--- config.mk ---
export PLATFORM = sky130hd
export DESIGN_NAME = lfsr_noise_bank_flat
export DESIGN_NICKNAME = d
export VERILOG_FILES = /design/src/rtl/lfsr_noise_bank_pkg.sv /design/src/rtl/lfsr_noise_bank_if.sv /design/src/rtl/lfsr_noise_bank_core.sv /design/src/rtl/lfsr_noise_bank.sv /design/src/flat_wrapper.sv
export SDC_FILE = /design/constraint.sdc
export NUM_CORES = 1
export LEC_CHECK = 0
export ABC_AREA = 1
export CAP_MARGIN = 20
export CORE_MARGIN = 2
export CORE_UTILIZATION = 60
export DETAILED_ROUTE_END_ITERATION = 7
export PLACE_DENSITY_LB_ADDON = 0.08
export SYNTH_ARGS = -nofsm -noshare
export SYNTH_HDL_FRONTEND = slang
export SYNTH_SLANG_ARGS = --single-unit
--- constraint.sdc ---
create_clock -name clk -period 2.44 [get_ports clk]
set_input_delay 0.366 -clock clk [delete_from_list [all_inputs] [get_ports clk]]
set_output_delay 0.366 -clock clk [all_outputs]
set_load 0.01 [all_outputs]
--- src/rtl/lfsr_noise_bank_pkg.sv ---
// Shared constants and elaboration helpers for the LFSR noise bank.
// Tap masks are maximal-length polynomials: bit i set feeds r[i] into the feedback XOR.
package lfsr_pkg;

  localparam logic [31:0] TAPS_W8  = 32'h0000_00B8;
  localparam logic [31:0] TAPS_W16 = 32'h0000_B400;
  localparam logic [31:0] TAPS_W24 = 32'h00E1_0000;
  localparam logic [31:0] TAPS_W32 = 32'h8020_0003;

  function automatic int ch_idx_w(input int n);
    return (n > 1) ? $clog2(n) : 1;
  endfunction

  // Per-channel reset seed: base seed rotated left by 3*ch within width; zero maps to 1.
  function automatic logic [31:0] rot_seed(input logic [31:0] seed, input int width, input int ch);
    logic [31:0] mask;
    logic [31:0] s;
    logic [31:0] r;
    int amt;
    mask = (width >= 32) ? 32'hFFFF_FFFF : ((32'd1 << width) - 32'd1);
    amt  = (3 * ch) % width;
    s    = seed & mask;
    r    = ((s << amt) | (s >> (width - amt))) & mask;
    if (r == '0) r = 32'd1;
    return r;
  endfunction

endpackage

--- src/rtl/lfsr_noise_bank_if.sv ---
// Output stream of the noise bank: one packed sample set per transfer, valid/ready handshake.
interface lfsr_noise_bank_if #(
  parameter int NUM_CH    = 4,
  parameter int OUT_WIDTH = 16
);
  logic                        out_valid;
  logic                        out_ready;
  logic [NUM_CH*OUT_WIDTH-1:0] noise_out;

  modport master (output out_valid, output noise_out, input out_ready);
  modport slave  (input out_valid, input noise_out, output out_ready);
endinterface

--- src/rtl/lfsr_noise_bank_core.sv ---
// One Fibonacci LFSR channel; state updates at the edge, load beats advance, zero seed becomes 1.
// No output stage of its own: the top decides when to advance.
module lfsr_core #(
  parameter int               WIDTH = 16,
  parameter logic [WIDTH-1:0] TAPS  = 16'hB400,
  parameter logic [WIDTH-1:0] INIT  = 16'hACE1
) (
  input  logic             clk,
  input  logic             reset,
  input  logic             adv,
  input  logic             load,
  input  logic [WIDTH-1:0] load_val,
  output logic [WIDTH-1:0] state,
  output logic             zero_seed
);

  logic [WIDTH-1:0] r;

  assign zero_seed = load && (load_val == '0);
  assign state     = r;

  // An all-zero register would lock the LFSR, so a zero seed is replaced with 1.
  always_ff @(posedge clk) begin
    if (reset) begin
      r <= INIT;
    end else if (load) begin
      r <= zero_seed ? WIDTH'(1) : load_val;
    end else if (adv) begin
      r <= {r[WIDTH-2:0], ^(r & TAPS)};
    end
  end

endmodule

--- src/rtl/lfsr_noise_bank.sv ---
// NUM_CH lockstep LFSR noise streams with amplitude scaling; one cycle from enable to out_valid.
// Backpressure: noise_out and all LFSR states hold while out_valid && !out_ready.
module lfsr_noise_bank
  import lfsr_pkg::*;
#(
  parameter int          WIDTH      = 16,
  parameter int          OUT_WIDTH  = 16,
  parameter int          NUM_CH     = 4,
  parameter logic [31:0] TAPS       = TAPS_W16,
  parameter logic [31:0] SEED       = 32'h0000_ACE1,
  parameter bit          SIGNED_OUT = 1'b1,
  localparam int         CH_W       = ch_idx_w(NUM_CH)
) (
  input  logic                    clk,
  input  logic                    reset,
  input  logic                    enable,
  input  logic                    seed_load,
  input  logic [CH_W-1:0]         seed_ch,
  input  logic [WIDTH-1:0]        seed_in,
  input  logic [3:0]              amp_shift,
  lfsr_noise_bank_if.master       out_if,
  output logic                    lockup_flag,
  output logic [31:0]             sample_count
);

  localparam logic [WIDTH-1:0] TAP_MASK = TAPS[WIDTH-1:0];

  logic [WIDTH-1:0]            ch_state [NUM_CH];
  logic [NUM_CH-1:0]           ch_load;
  logic [NUM_CH-1:0]           ch_zero;
  logic [NUM_CH*OUT_WIDTH-1:0] sample_vec;
  logic [NUM_CH*OUT_WIDTH-1:0] noise_q;
  logic                        vld_q;
  logic                        flag_q;
  logic [31:0]                 cnt_q;
  logic                        adv;
  logic                        xfer;

  assign xfer = vld_q && out_if.out_ready;
  assign adv  = enable && (!vld_q || out_if.out_ready);

  // Top OUT_WIDTH bits of the state; signed mode flips the MSB to centre the range on zero.
  function automatic logic [OUT_WIDTH-1:0] scale(input logic [OUT_WIDTH-1:0] s,
                                                 input logic [3:0]           sh);
    logic [OUT_WIDTH-1:0] v;
    v = s;
    if (SIGNED_OUT) begin
      v[OUT_WIDTH-1] = ~v[OUT_WIDTH-1];
      if (int'(sh) >= OUT_WIDTH) v = {OUT_WIDTH{v[OUT_WIDTH-1]}};
      else                       v = $unsigned($signed(v) >>> sh);
    end else begin
      if (int'(sh) >= OUT_WIDTH) v = '0;
      else                       v = v >> sh;
    end
    return v;
  endfunction

  for (genvar c = 0; c < NUM_CH; c++) begin : g_ch
    localparam logic [31:0] INIT32 = rot_seed(SEED, WIDTH, c);

    assign ch_load[c] = seed_load && (seed_ch == CH_W'(c));

    lfsr_core #(
      .WIDTH (WIDTH),
      .TAPS  (TAP_MASK),
      .INIT  (INIT32[WIDTH-1:0])
    ) u_core (
      .clk       (clk),
      .reset     (reset),
      .adv       (adv),
      .load      (ch_load[c]),
      .load_val  (seed_in),
      .state     (ch_state[c]),
      .zero_seed (ch_zero[c])
    );

    assign sample_vec[c*OUT_WIDTH +: OUT_WIDTH] = scale(ch_state[c][WIDTH-1 -: OUT_WIDTH], amp_shift);
  end

  // The output register captures the pre-advance state on the same edge the LFSRs step.
  always_ff @(posedge clk) begin
    if (reset) begin
      vld_q   <= 1'b0;
      noise_q <= '0;
      flag_q  <= 1'b0;
      cnt_q   <= '0;
    end else begin
      if (adv) begin
        noise_q <= sample_vec;
        vld_q   <= 1'b1;
      end else if (xfer) begin
        vld_q   <= 1'b0;
      end
      if (xfer)      cnt_q  <= cnt_q + 32'd1;
      if (|ch_zero)  flag_q <= 1'b1;
    end
  end

  assign out_if.out_valid = vld_q;
  assign out_if.noise_out = noise_q;
  assign lockup_flag      = flag_q;
  assign sample_count     = cnt_q;

endmodule

--- src/flat_wrapper.sv ---
// flat-port wrapper written by rule: the top's interface ports become plain ports
module lfsr_noise_bank_flat import lfsr_pkg::*;
#(
  parameter int          WIDTH      = 16,
  parameter int          OUT_WIDTH  = 16,
  parameter int          NUM_CH     = 4,
  parameter logic [31:0] TAPS       = TAPS_W16,
  parameter logic [31:0] SEED       = 32'h0000_ACE1,
  parameter bit          SIGNED_OUT = 1'b1,
  localparam int         CH_W       = ch_idx_w(NUM_CH)
)
  (clk, reset, enable, seed_load, seed_ch, seed_in, amp_shift, lockup_flag, sample_count, out_if_out_valid, out_if_noise_out, out_if_out_ready);
  lfsr_noise_bank_if #(.NUM_CH(NUM_CH), .OUT_WIDTH(OUT_WIDTH)) out_if_i ();
  input  logic clk;
  input  logic reset;
  input  logic enable;
  input  logic seed_load;
  input  logic [CH_W-1:0] seed_ch;
  input  logic [WIDTH-1:0] seed_in;
  input  logic [3:0] amp_shift;
  output logic lockup_flag;
  output logic [31:0] sample_count;
  output wire logic [$bits(out_if_i.out_valid)-1:0] out_if_out_valid;
  output wire logic [$bits(out_if_i.noise_out)-1:0] out_if_noise_out;
  input wire logic [$bits(out_if_i.out_ready)-1:0] out_if_out_ready;
  assign out_if_out_valid = out_if_i.out_valid;
  assign out_if_noise_out = out_if_i.noise_out;
  assign out_if_i.out_ready = out_if_out_ready;
  lfsr_noise_bank #(.WIDTH(WIDTH), .OUT_WIDTH(OUT_WIDTH), .NUM_CH(NUM_CH), .TAPS(TAPS), .SEED(SEED), .SIGNED_OUT(SIGNED_OUT)) u_core (.clk(clk), .reset(reset), .enable(enable), .seed_load(seed_load), .seed_ch(seed_ch), .seed_in(seed_in), .amp_shift(amp_shift), .out_if(out_if_i), .lockup_flag(lockup_flag), .sample_count(sample_count));
endmodule
==> results.ini <==
[power_and_ir_drop]
irDropWorstVdd_uv = 494.5
cellLeakagePower_uw = 0.004745
powerDensity_nw_per_um2 = 636.9

[layout]
design_area_um2 = 11070
drive_above_1_share_pct = 6.901
final_cell_mix = nand2_1, nand3_1, o21ai_0
antenna_cells = 0
num-nets-final = 1580
areaGrowthSynthToFinish_pct = 21.29
layout_commonest_cell = nand2_1

[synthesis]
synth-adder-area-share_pct = 0.1371
ys.warnings.count = 0
ys_seq_area_share_pct = 35.53
ys_seq_elements = 162
synth_xor_area_share_pct = 1.247
netlist-cell-type-count = 40
synthesis.area_um2 = 9128
syn_area_per_cell_um2 = 6.290
synthesis.nets = 1479
post_synth_and_or_nand_nor_area_fraction_pct = 37.48
synth_top_family_by_area = simple AND/OR/NAND/NOR gates
muxShareOfSynthArea_pct = 0
postSynthCellCount = 1451
synth_compound_area_share_pct = 17.51

[timing]
worst_slew_pin_slew_ns = 0.6938
rsz0062_at_grt = no
drv_slew = 0
worst_slack_ns = 0.6378
relSlewSlack_pct = 53.26
finalClockSkew_ns = 0.007505
finalCritPeriodShare_pct = 73.86
setup_viol = 0
finalHoldViolCount = 0
finalCriticalPeriod_ns = 1.802
max_freq_ghz = 0.5549
fin_setup_tns_ns = 0

[clocking]
numCtsBuffers = 17
clkTransAtPathRegs_ns = 0.07
cts_root_buf = clkbuf_16
postCtsSetupRepairBufs = 0
htree_levels = 4
cts_tree = built
clockBufferDepth = 2
post_cts_resized = 0
cts_sinks = 162
insertion_delay_ns = 0.44
cts_hold_buf = 0

[floorplanning]
io_pins = 125
rows = 45
fp.dieArea_um2 = 16220
start_util_pct = 60.72
design.core.area_um2 = 15030
die_h_um = 127.3
die_w_um = 127.3

[global_routing]
grt_pass1_vias = 9030
antenna_found_initial = 1
grt_pass1_wl_mm = 46.22
gr-total-overflow = 0
grt_usage_pct = 35.63
grt_max_degree = 67

[worst_setup_path]
cpPeakStageDelay_ns = 0.58
r2r_end = u_core.out_if.noise_out[41]
worstReg2RegStart = u_core.g_ch[2].u_core.state[15]
reg2reg_slack_ns = 0.71
critPathMaxFanout = 6
path_class = reg2out
startpoint_type = flip-flop
critical_path.startpoint = u_core.sample_count[18]
path_delay_family = buffers and inverters
critPathCaptureType = output port
worstPathCellList = clkdlybuf4s50_1
r2r.worst_path.cells = 6
worst_ep_arrival_time_ns = 1.44
crit_buf_inv = 1
crit_required_ns = 2.07
slowest_stage = clkdlybuf4s50_1

[placed_design]
gp_congestion = 0.9681
hpwlAfterDp_mm = 20.91
dp_slack_ns = 0.2915
dpl-instance-area_um2 = 10540
numPortBuffers = 124

[min_path]
hp-start = u_core.lockup_flag
min_to = u_core.lockup_flag
hold_path_depth = 2
hp-class = reg2reg

[drt]
routedWlPerCell_um = 16.49
drtPass1Iterations = 6
num_vias = 10290
wl_mm = 28.90
vias_per_cell = 5.869
drtIter0Drc = 1293
drc = 0
antenna_left = 0

[job]
maxCapViolCount = 0

[outcome]
status = complete, no violations

## Yosys cell counts
cell type	number	area [um2]
a21boi_0	3	22.52
a21o_1	1	7.510
a21oi_1	95	475.5
a21oi_2	1	8.760
a221oi_1	4	35.03
a22oi_1	1	7.510
a31oi_1	1	6.260
and2_1	2	12.51
and3_1	2	12.51
buf_1	2	7.510
buf_2	28	140.1
buf_4	11	82.58
buf_6	6	67.56
clkbuf_1	37	138.9
clkinv_1	4	15.01
dfxtp_1	162	3243
ha_1	1	12.51
inv_1	69	259.0
inv_2	6	22.52
inv_4	1	6.260
nand2_1	443	1663
nand2_2	7	43.79
nand3_1	200	1001
nand3b_4	1	20.02
nand4_1	10	62.56
nor2_1	116	435.4
nor2_2	3	18.77
nor2_4	5	56.30
nor3_1	7	35.03
nor3_2	1	10.01
nor4_1	1	6.260
o211ai_1	9	67.56
o21a_1	3	22.52
o21ai_0	178	890.9
o21ai_1	9	45.04
o21ai_2	1	8.760
or2_0	1	6.260
or2_2	6	37.54
xnor2_1	12	105.1
xor2_1	1	8.760
## worst register-to-register path, delay by kind of cell, from the launching register on
| kind | cells | cell delay (ns) |
|---|---|---|
| buf+inv | 1 | 0.22 |
| simple gates | 2 | 0.33 |
| flops | 1 | 0.51 |
| compound gates | 3 | 0.54 |
## registers in the layout, indices dropped and copies added (netlist names)
signal / flops
u_core.sample_count: 32
u_core.g_ch.u_core.state: 64
u_core.out_if.noise_out: 64
u_core.out_if.out_valid: 1
u_core.lockup_flag: 1
## area by class of cell
class                   count  area, um2
multi-input cells        1125       5145
fillers                  1298       3963
flip-flops and latches    162       3243
repair buffers            166       1609
clock buffers              18      429.2
inverters                  80      304.0
well taps                 188      235.2
clock inverters            14      105.1
## how the worst max path moves through the flow
stage | slack, ns | end | cells past startpoint
final | 0.64 | sample_count[18] | 1
after floorplan | 0.97 | u_core.sample_count[30] | 8
after global placement | 0.35 | u_core.g_ch[1].u_core.state[15] | 8
after CTS | 0.62 | sample_count[18] | 1
after global routing | 0.56 | sample_count[18] | 1
after detailed placement | 0.29 | u_core.g_ch[1].u_core.state[15] | 8
## power breakdown
part	internal [uW]	total, uW	switching, uW
combinational	605	1500	893
sequential	2850	3060	217
clock	1310	2490	1180
total	4760	7050	2290
## per-stage QoR
step | power, uW | util, % | hold WS [ns] | instances
4_1_cts | 7006 | 73.64 | 0.4574 | 1753
2_1_floorplan | 3973 | - | 0.4576 | 1451
3_5_place_dp | 4558 | 70.09 | 0.4486 | 1721
5_1_grt | 7344 | 73.64 | 0.4943 | 1753
3_3_place_gp | 4539 | 70.09 | 0.4392 | 1721
6_report | 7051 | 73.64 | 0.4510 | 1753
## layer usage
layer | track usage, % | wire length, um | vias up
met5 | 0 | 12 | -
met4 | 15.38 | 1134 | 2
met1 | 49.79 | 12280 | 4593
li1 | - | - | 5005
met2 | 53.00 | 12250 | 591
met3 | 7.956 | 3224 | 98
## kinds of logic after synthesis
logic type,Yosys count
simple gates,805
compound gates,306
buf+inv,164
flops,162
xor+xnor,13
fa+ha+maj,1
Note: power is estimated with default switching activity, not from simulation.
